## src/rtl/audio_play_pkg.sv

```systemverilog
// Shared register map, control/status bit positions and tick classification
// for the playback demultiplexer.
package audio_play_pkg;

  localparam logic [2:0] ADDR_L      = 3'd0;
  localparam logic [2:0] ADDR_R      = 3'd1;
  localparam logic [2:0] ADDR_CTRL   = 3'd2;
  localparam logic [2:0] ADDR_THRESH = 3'd3;
  localparam logic [2:0] ADDR_STAT_L = 3'd4;
  localparam logic [2:0] ADDR_STAT_R = 3'd5;

  localparam int unsigned CTRL_EN_BIT    = 0;
  localparam int unsigned CTRL_FLUSH_BIT = 1;
  localparam int unsigned STAT_OVF_BIT   = 15;

  localparam logic [15:0] UNDERFLOW_MAX = 16'hFFFF;

  // What a frame tick does this cycle.
  typedef enum logic [1:0] {
    TICK_NONE,
    TICK_PLAY,
    TICK_UNDER,
    TICK_MUTE
  } tick_act_t;

  function automatic logic [15:0] sat_inc16(input logic [15:0] v);
    return (v == UNDERFLOW_MAX) ? v : v + 16'd1;
  endfunction

endpackage

```

## src/rtl/sample_fifo.sv

```systemverilog
// Single-clock sample FIFO with synchronous flush; level counts 0..depth and
// a push into a full FIFO is accepted only when a pop frees a slot that cycle.
module sample_fifo #(
  parameter int unsigned WIDTH      = 24,
  parameter int unsigned DEPTH_LOG2 = 6
) (
  input  logic                  clk,
  input  logic                  reset_n,
  input  logic                  push,
  input  logic                  pop,
  input  logic                  flush,
  input  logic [WIDTH-1:0]      din,
  output logic [WIDTH-1:0]      dout,
  output logic [DEPTH_LOG2:0]   level,
  output logic                  full,
  output logic                  empty
);

  localparam int unsigned DEPTH = 1 << DEPTH_LOG2;
  localparam logic [DEPTH_LOG2:0]   FULL_LVL = {1'b1, {DEPTH_LOG2{1'b0}}};
  localparam logic [DEPTH_LOG2:0]   ONE_L    = {{DEPTH_LOG2{1'b0}}, 1'b1};
  localparam logic [DEPTH_LOG2-1:0] ONE_P    = {{(DEPTH_LOG2-1){1'b0}}, 1'b1};

  logic [WIDTH-1:0]      mem [DEPTH];
  logic [DEPTH_LOG2-1:0] wr_ptr;
  logic [DEPTH_LOG2-1:0] rd_ptr;
  logic                  do_push;
  logic                  do_pop;

  assign full  = (level == FULL_LVL);
  assign empty = (level == '0);
  assign dout  = mem[rd_ptr];

  always_comb begin
    do_pop  = pop && !empty && !flush;
    do_push = push && !flush && (!full || do_pop);
  end

  always_ff @(posedge clk or negedge reset_n) begin
    if (!reset_n) begin
      wr_ptr <= '0;
      rd_ptr <= '0;
      level  <= '0;
    end else if (flush) begin
      wr_ptr <= '0;
      rd_ptr <= '0;
      level  <= '0;
    end else begin
      if (do_push) wr_ptr <= wr_ptr + ONE_P;
      if (do_pop)  rd_ptr <= rd_ptr + ONE_P;
      case ({do_push, do_pop})
        2'b10:   level <= level + ONE_L;
        2'b01:   level <= level - ONE_L;
        default: level <= level;
      endcase
    end
  end

  always_ff @(posedge clk) begin
    if (do_push) mem[wr_ptr] <= din;
  end

endmodule

```

## src/rtl/syncro_2.sv

```systemverilog
// Two-flop synchroniser for a single asynchronous level signal.
module syncro_2 (
  input  logic clk,
  input  logic reset_n,
  input  logic d,
  output logic q
);

  logic meta;

  always_ff @(posedge clk or negedge reset_n) begin
    if (!reset_n) begin
      meta <= 1'b0;
      q    <= 1'b0;
    end else begin
      meta <= d;
      q    <= meta;
    end
  end

endmodule

```

## src/rtl/audio_play_demux.sv

```systemverilog
// Host-to-DAC playback path: register-mapped L/R sample FIFOs drained one
// pair per lrck frame, with level/overflow/underflow status and refill request.
module audio_play_demux
  import audio_play_pkg::*;
#(
  parameter int unsigned FIFO_WIDTH    = 6,
  parameter int unsigned AUD_BIT_DEPTH = 24
) (
  input  logic                     clk,
  input  logic                     reset_n,
  input  logic [2:0]               address,
  input  logic                     read,
  input  logic                     write,
  input  logic [31:0]              datain,
  output logic [31:0]              dataout,
  input  logic                     lrck,
  output logic [AUD_BIT_DEPTH-1:0] lsound_out,
  output logic [AUD_BIT_DEPTH-1:0] rsound_out,
  output logic                     sample_valid,
  output logic                     fill_req
);

  logic                     lrck_s;
  logic                     lrck_d;
  logic                     tick;
  logic                     enable;
  logic [FIFO_WIDTH:0]      threshold;
  logic                     overflow;
  logic [15:0]              underflow_cnt;

  logic                     wr_l, wr_r, wr_ctrl, wr_thr, flush;
  logic                     pop;
  logic                     ovf_set;
  tick_act_t                act;
  logic [AUD_BIT_DEPTH-1:0] sample_in;
  logic [AUD_BIT_DEPTH-1:0] l_head, r_head;
  logic [FIFO_WIDTH:0]      l_level, r_level;
  logic                     l_full, r_full, l_empty, r_empty;
  logic [31:0]              stat_l, stat_r;
  logic                     datain_unused;

  assign datain_unused = ^datain;

  syncro_2 u_lrck_sync (
    .clk     (clk),
    .reset_n (reset_n),
    .d       (lrck),
    .q       (lrck_s)
  );

  always_ff @(posedge clk or negedge reset_n) begin
    if (!reset_n) lrck_d <= 1'b0;
    else          lrck_d <= lrck_s;
  end

  assign tick = lrck_s && !lrck_d;

  always_comb begin
    wr_l      = write && (address == ADDR_L);
    wr_r      = write && (address == ADDR_R);
    wr_ctrl   = write && (address == ADDR_CTRL);
    wr_thr    = write && (address == ADDR_THRESH);
    flush     = wr_ctrl && datain[CTRL_FLUSH_BIT];
    sample_in = datain[31 -: AUD_BIT_DEPTH];
  end

  // A flush cycle swallows any coincident tick so outputs hold until the next one.
  always_comb begin
    act = TICK_NONE;
    if (tick && !flush) begin
      if (!enable)                 act = TICK_MUTE;
      else if (!l_empty && !r_empty) act = TICK_PLAY;
      else                         act = TICK_UNDER;
    end
  end

  assign pop     = (act == TICK_PLAY);
  assign ovf_set = (wr_l && l_full && !pop) || (wr_r && r_full && !pop);

  sample_fifo #(
    .WIDTH      (AUD_BIT_DEPTH),
    .DEPTH_LOG2 (FIFO_WIDTH)
  ) u_fifo_l (
    .clk     (clk),
    .reset_n (reset_n),
    .push    (wr_l),
    .pop     (pop),
    .flush   (flush),
    .din     (sample_in),
    .dout    (l_head),
    .level   (l_level),
    .full    (l_full),
    .empty   (l_empty)
  );

  sample_fifo #(
    .WIDTH      (AUD_BIT_DEPTH),
    .DEPTH_LOG2 (FIFO_WIDTH)
  ) u_fifo_r (
    .clk     (clk),
    .reset_n (reset_n),
    .push    (wr_r),
    .pop     (pop),
    .flush   (flush),
    .din     (sample_in),
    .dout    (r_head),
    .level   (r_level),
    .full    (r_full),
    .empty   (r_empty)
  );

  always_ff @(posedge clk or negedge reset_n) begin
    if (!reset_n) begin
      enable        <= 1'b0;
      threshold     <= '0;
      overflow      <= 1'b0;
      underflow_cnt <= '0;
    end else begin
      if (wr_ctrl) enable    <= datain[CTRL_EN_BIT];
      if (wr_thr)  threshold <= datain[FIFO_WIDTH:0];
      if (flush) begin
        overflow      <= 1'b0;
        underflow_cnt <= '0;
      end else begin
        if (ovf_set)            overflow      <= 1'b1;
        if (act == TICK_UNDER)  underflow_cnt <= sat_inc16(underflow_cnt);
      end
    end
  end

  always_ff @(posedge clk or negedge reset_n) begin
    if (!reset_n) begin
      lsound_out   <= '0;
      rsound_out   <= '0;
      sample_valid <= 1'b0;
    end else begin
      sample_valid <= (act == TICK_PLAY) || (act == TICK_UNDER);
      case (act)
        TICK_PLAY: begin
          lsound_out <= l_head;
          rsound_out <= r_head;
        end
        TICK_UNDER, TICK_MUTE: begin
          lsound_out <= '0;
          rsound_out <= '0;
        end
        default: ;
      endcase
    end
  end

  always_ff @(posedge clk or negedge reset_n) begin
    if (!reset_n) fill_req <= 1'b0;
    else          fill_req <= enable && (l_level < threshold);
  end

  always_comb begin
    stat_l                  = '0;
    stat_l[31:16]           = underflow_cnt;
    stat_l[STAT_OVF_BIT]    = overflow;
    stat_l[FIFO_WIDTH:0]    = l_level;
    stat_r                  = '0;
    stat_r[FIFO_WIDTH:0]    = r_level;
  end

  always_ff @(posedge clk or negedge reset_n) begin
    if (!reset_n) begin
      dataout <= '0;
    end else if (read) begin
      case (address)
        ADDR_STAT_L: dataout <= stat_l;
        ADDR_STAT_R: dataout <= stat_r;
        default:     dataout <= dataout;
      endcase
    end
  end

endmodule

```

## config.mk

```make
export PLATFORM = sky130hd
export DESIGN_NAME = audio_play_demux
export DESIGN_NICKNAME = d
export VERILOG_FILES = /design/src/rtl/audio_play_pkg.sv /design/src/rtl/sample_fifo.sv /design/src/rtl/syncro_2.sv /design/src/rtl/audio_play_demux.sv
export SDC_FILE = /design/constraint.sdc
export NUM_CORES = 2
export LEC_CHECK = 0
export CAP_MARGIN = 20
export CELL_PAD_IN_SITES_DETAIL_PLACEMENT = 0
export CELL_PAD_IN_SITES_GLOBAL_PLACEMENT = 1
export CORE_ASPECT_RATIO = 0.75
export CORE_UTILIZATION = 45
export CTS_CLUSTER_SIZE = 14
export DETAILED_ROUTE_END_ITERATION = 8
export GPL_ROUTABILITY_DRIVEN = 0
export PLACE_DENSITY = 0.64
export SLEW_MARGIN = 10
export SYNTH_ARGS = -nofsm -noshare
export SYNTH_HDL_FRONTEND = slang
export SYNTH_HIERARCHICAL = 1
export SYNTH_SLANG_ARGS = --single-unit
```

## constraint.sdc

```tcl
create_clock -name clk -period 10.3 [get_ports clk]
set_clock_uncertainty 0.15 [all_clocks]
set_input_delay 2.06 -clock clk [delete_from_list [all_inputs] [get_ports clk]]
set_output_delay 2.06 -clock clk [all_outputs]
set_load 0.01 [all_outputs]
```

==> results.yml <==
power_and_ir_drop:
  p_leak_uw: 0.0432
  power_uw: 35900
  internal-power_uw: 25200
  ir_drop_mv: 0.265
  pwr-share-seq: 0.417
  p_sw_frac: 0.299
  p_switching_uw: 10700
  p_per_area_nw_per_um2: 256
  clkPwrFrac: 0.316
  comb_power_share: 0.267
drt:
  ant_nets: 0
  drt-vias-per-instance: 6.13
  dr.pass1.iters: 5
  dr_total_vias: 59147
  routed_wl_um: 318000
  wl_per_cell_um: 33.0
  drc_errors: 0
  first_iter_violations: 7512
sta:
  hold_viol: 0
  worstMarginPinSlew_ns: 1.23
  relSlewSlack: 0.183
  tns_ns: 0
  max_freq_mhz: 146
  rsz0062_at_grt: "false"
  worst_slack_ns: 3.43
  slew_viol_final: 0
  finalSetupViolations: 0
  period_share: 0.667
  fin_crit_ns: 6.87
yosys:
  yosysSeqAreaShare: 0.772
  ys_ff_latch: 3212
  avgSynthCellArea_um2: 22.7
  netlist_area_um2: 124000
  synth_area_leaders: "edfxtp_1, mux4_2, dfrtp_1"
  yosysUniqueCellTypes: 67
  synth_edf_count: 3072
  synth_warnings: 6
  ys.flop_type: "edfxtp_1"
  synth_area_leader_cell: "edfxtp_1"
  synth_cells: 5463
  async_flop_share: 0.0436
  yosys.area.top_type_share: 0.744
setup_path:
  path_max_fanout: 24
  critPathTopFamily: "simple AND/OR/NAND/NOR gates"
  path_class: "input port to flop"
  worstPathCellList: "clkdlybuf4s50_1 > nor4bb_1 > nand2_1 > nand3b_1 > a21o_1 > ha_1 > o41ai_2 > buf_4 > nor3b_1 > nand3_1 > nor2_4"
  cp.required_ns: 10.63
  slowest_stage: "nor2_4"
  cp-end-kind: "flop"
  cp.arrival_ns: 7.20
  crit_buf_inv: 2
  cp-start-kind: "input port"
  critical_path.max_stage_delay_ns: 1.00
clock_network:
  root_buffer: "clkbuf_16"
  cts.path.max_buffers: 4
  htreeDepth: 5
  clock_sinks: 3212
  cts_buffers: 322
  postCtsHoldBufs: 0
  cts_resized: 0
  cts_tree: "done"
  clk_latency_ns: 0.86
  postCtsSetupRepairBufs: 0
  clkTransAtPathRegs_ns: 0.06
floorplanning:
  dieHeight_um: 457
  start_util: 0.454
  die_area_um2: 278000
  boundaryPins: 122
  die_x_um: 608
  fp.coreArea_um2: 273000
  rows: 166
place:
  dp_hpwl_um: 188000
  io_buffers: 112
  pre_cts_slack_ns: 2.65
final_layout:
  nets: 5834
  fillers: 21203
  utilization: 0.513
  area_growth_pct: 13.1
  final_common_cell: "edfxtp_1"
  multi_input_comb_area_um2: 27400
  final_layout_size_suffix_gt1_frac: 0.286
  layout_common_cells: "edfxtp_1, mux4_2, clkbuf_16, nand2_1, buf_4"
  register_area_um2: 95800
flow_run:
  maxCapViolCount: 0
global_routing:
  antenna_found_initial: 28
  grt_start_max_net_pins: 123
  grtUsageTotal: 0.227
  gr-total-overflow: 0
  grt_first_pass_wirelength_um: 444000
  grt_pass1_vias: 56755
worst_hold_path:
  hold_class: "flop to flop"
status:
  outcome: "finished clean"
-- synth_stat cells, types with 36 or more instances --
cell type,n
edfxtp_1,3072
mux4_2,894
nand2_1,196
nor2_1,181
clkbuf_1,147
dfrtp_1,140
buf_2,71
mux2i_1,65
nand3_1,49
a22o_1,48
nand4_1,46
mux2_2,43
buf_4,40
inv_1,36
-- worst reg2reg max path, stage by stage (launching register included) --
cell     delay [ns]
dfrtp_1        0.46
or4_4          0.61
or3_1          0.37
inv_2          0.13
o21ai_0        0.10
nor2b_1        0.18
ha_1           0.37
o41ai_4        0.88
nor2_1         0.15
nand3_1        0.85
nor2_2         0.31
buf_4          0.34
-- layout make-up --
cell class / instances / area share
well taps: 3612 / 0.0322
inverters: 38 / 0.00102
clock inverters: 143 / 0.00872
repair buffers: 268 / 0.0165
clock buffers: 433 / 0.0633
multi-input cells: 1925 / 0.195
diodes: 13 / 0.000232
flip-flops and latches: 3212 / 0.683
-- layer usage --
layer  share of wire  global-route usage  routed length (um)
met1            0.46               0.373              147000
met2            0.42               0.304              132000
met3            0.10              0.0588               33300
met4           0.019              0.0460                5910
met5               0                   0                   0
-- sequential cells by signal (all words and copies together) (netlist names), 6 cells and up --
register,flops
u_fifo_r/level,7
u_fifo_l/rd_ptr,6
threshold,7
underflow_cnt,16
lsound_out,24
u_fifo_r/rd_ptr,6
u_fifo_l/level,7
u_fifo_l/mem,1536
u_fifo_r/mem,1536
dataout,24
u_fifo_r/wr_ptr,6
u_fifo_l/wr_ptr,6
rsound_out,24
-- cell families (layout without fill, tap and decap cells) --
| family | Yosys count | after routing | share of synthesized area |
|---|---|---|---|
| flops | 3212 | 3212 | 0.772 |
| mux | 1002 | 1002 | 0.172 |
| simple gates | 565 | 565 | 0.0209 |
| buf+inv | 333 | 882 | 0.0126 |
| compound gates | 297 | 297 | 0.0181 |
| fa+ha+maj | 27 | 27 | 0.00285 |
| xor+xnor | 26 | 26 | 0.00184 |
| other cells | 1 | 21 | 0.0000302 |
-- path summary, 6_finish.rpt --
check                                             to  cells after the start  slack (ns)              start
worst max-delay path            u_fifo_l/mem[23][12]                     11        3.43         address[1]
worst min-delay path                          lrck_d                      0        0.23      u_lrck_sync/q
worst max register to register  u_fifo_r/mem[53][23]                     11        5.14  u_fifo_l/level[1]
worst min register to register                lrck_d                      0        0.23      u_lrck_sync/q
max in group asynchronous         u_fifo_l/rd_ptr[2]                      2        7.25            reset_n
min in group asynchronous                dataout[16]                      1        1.17            reset_n
-- power by group through the flow --
| stage | Clock, uW | Combinational [uW] | Sequential (uW) |
|---|---|---|---|
| global route | 12000 | 10000 | 15000 |
| detailed placement | 0 | 9580 | 15200 |
| CTS | 11600 | 9600 | 15000 |
| global placement | 0 | 9550 | 15200 |
| floorplan | 0 | 6070 | 15000 |
| finish | 11300 | 9600 | 15000 |
-- metrics by stage --
| step | cells | hold slack (ns) | cell area, um2 |
|---|---|---|---|
| 3_5_place_dp | 9055 | 0.224 | 130000 |
| 3_3_place_gp | 9054 | 0.226 | 130000 |
| 5_1_grt | 9631 | 0.249 | 140000 |
| 2_1_floorplan | 5470 | 0.181 | 124000 |
| 4_1_cts | 9631 | 0.239 | 140000 |
| 6_report | 9644 | 0.235 | 140000 |
No activity file was read; power rests on OpenSTA's default activity.
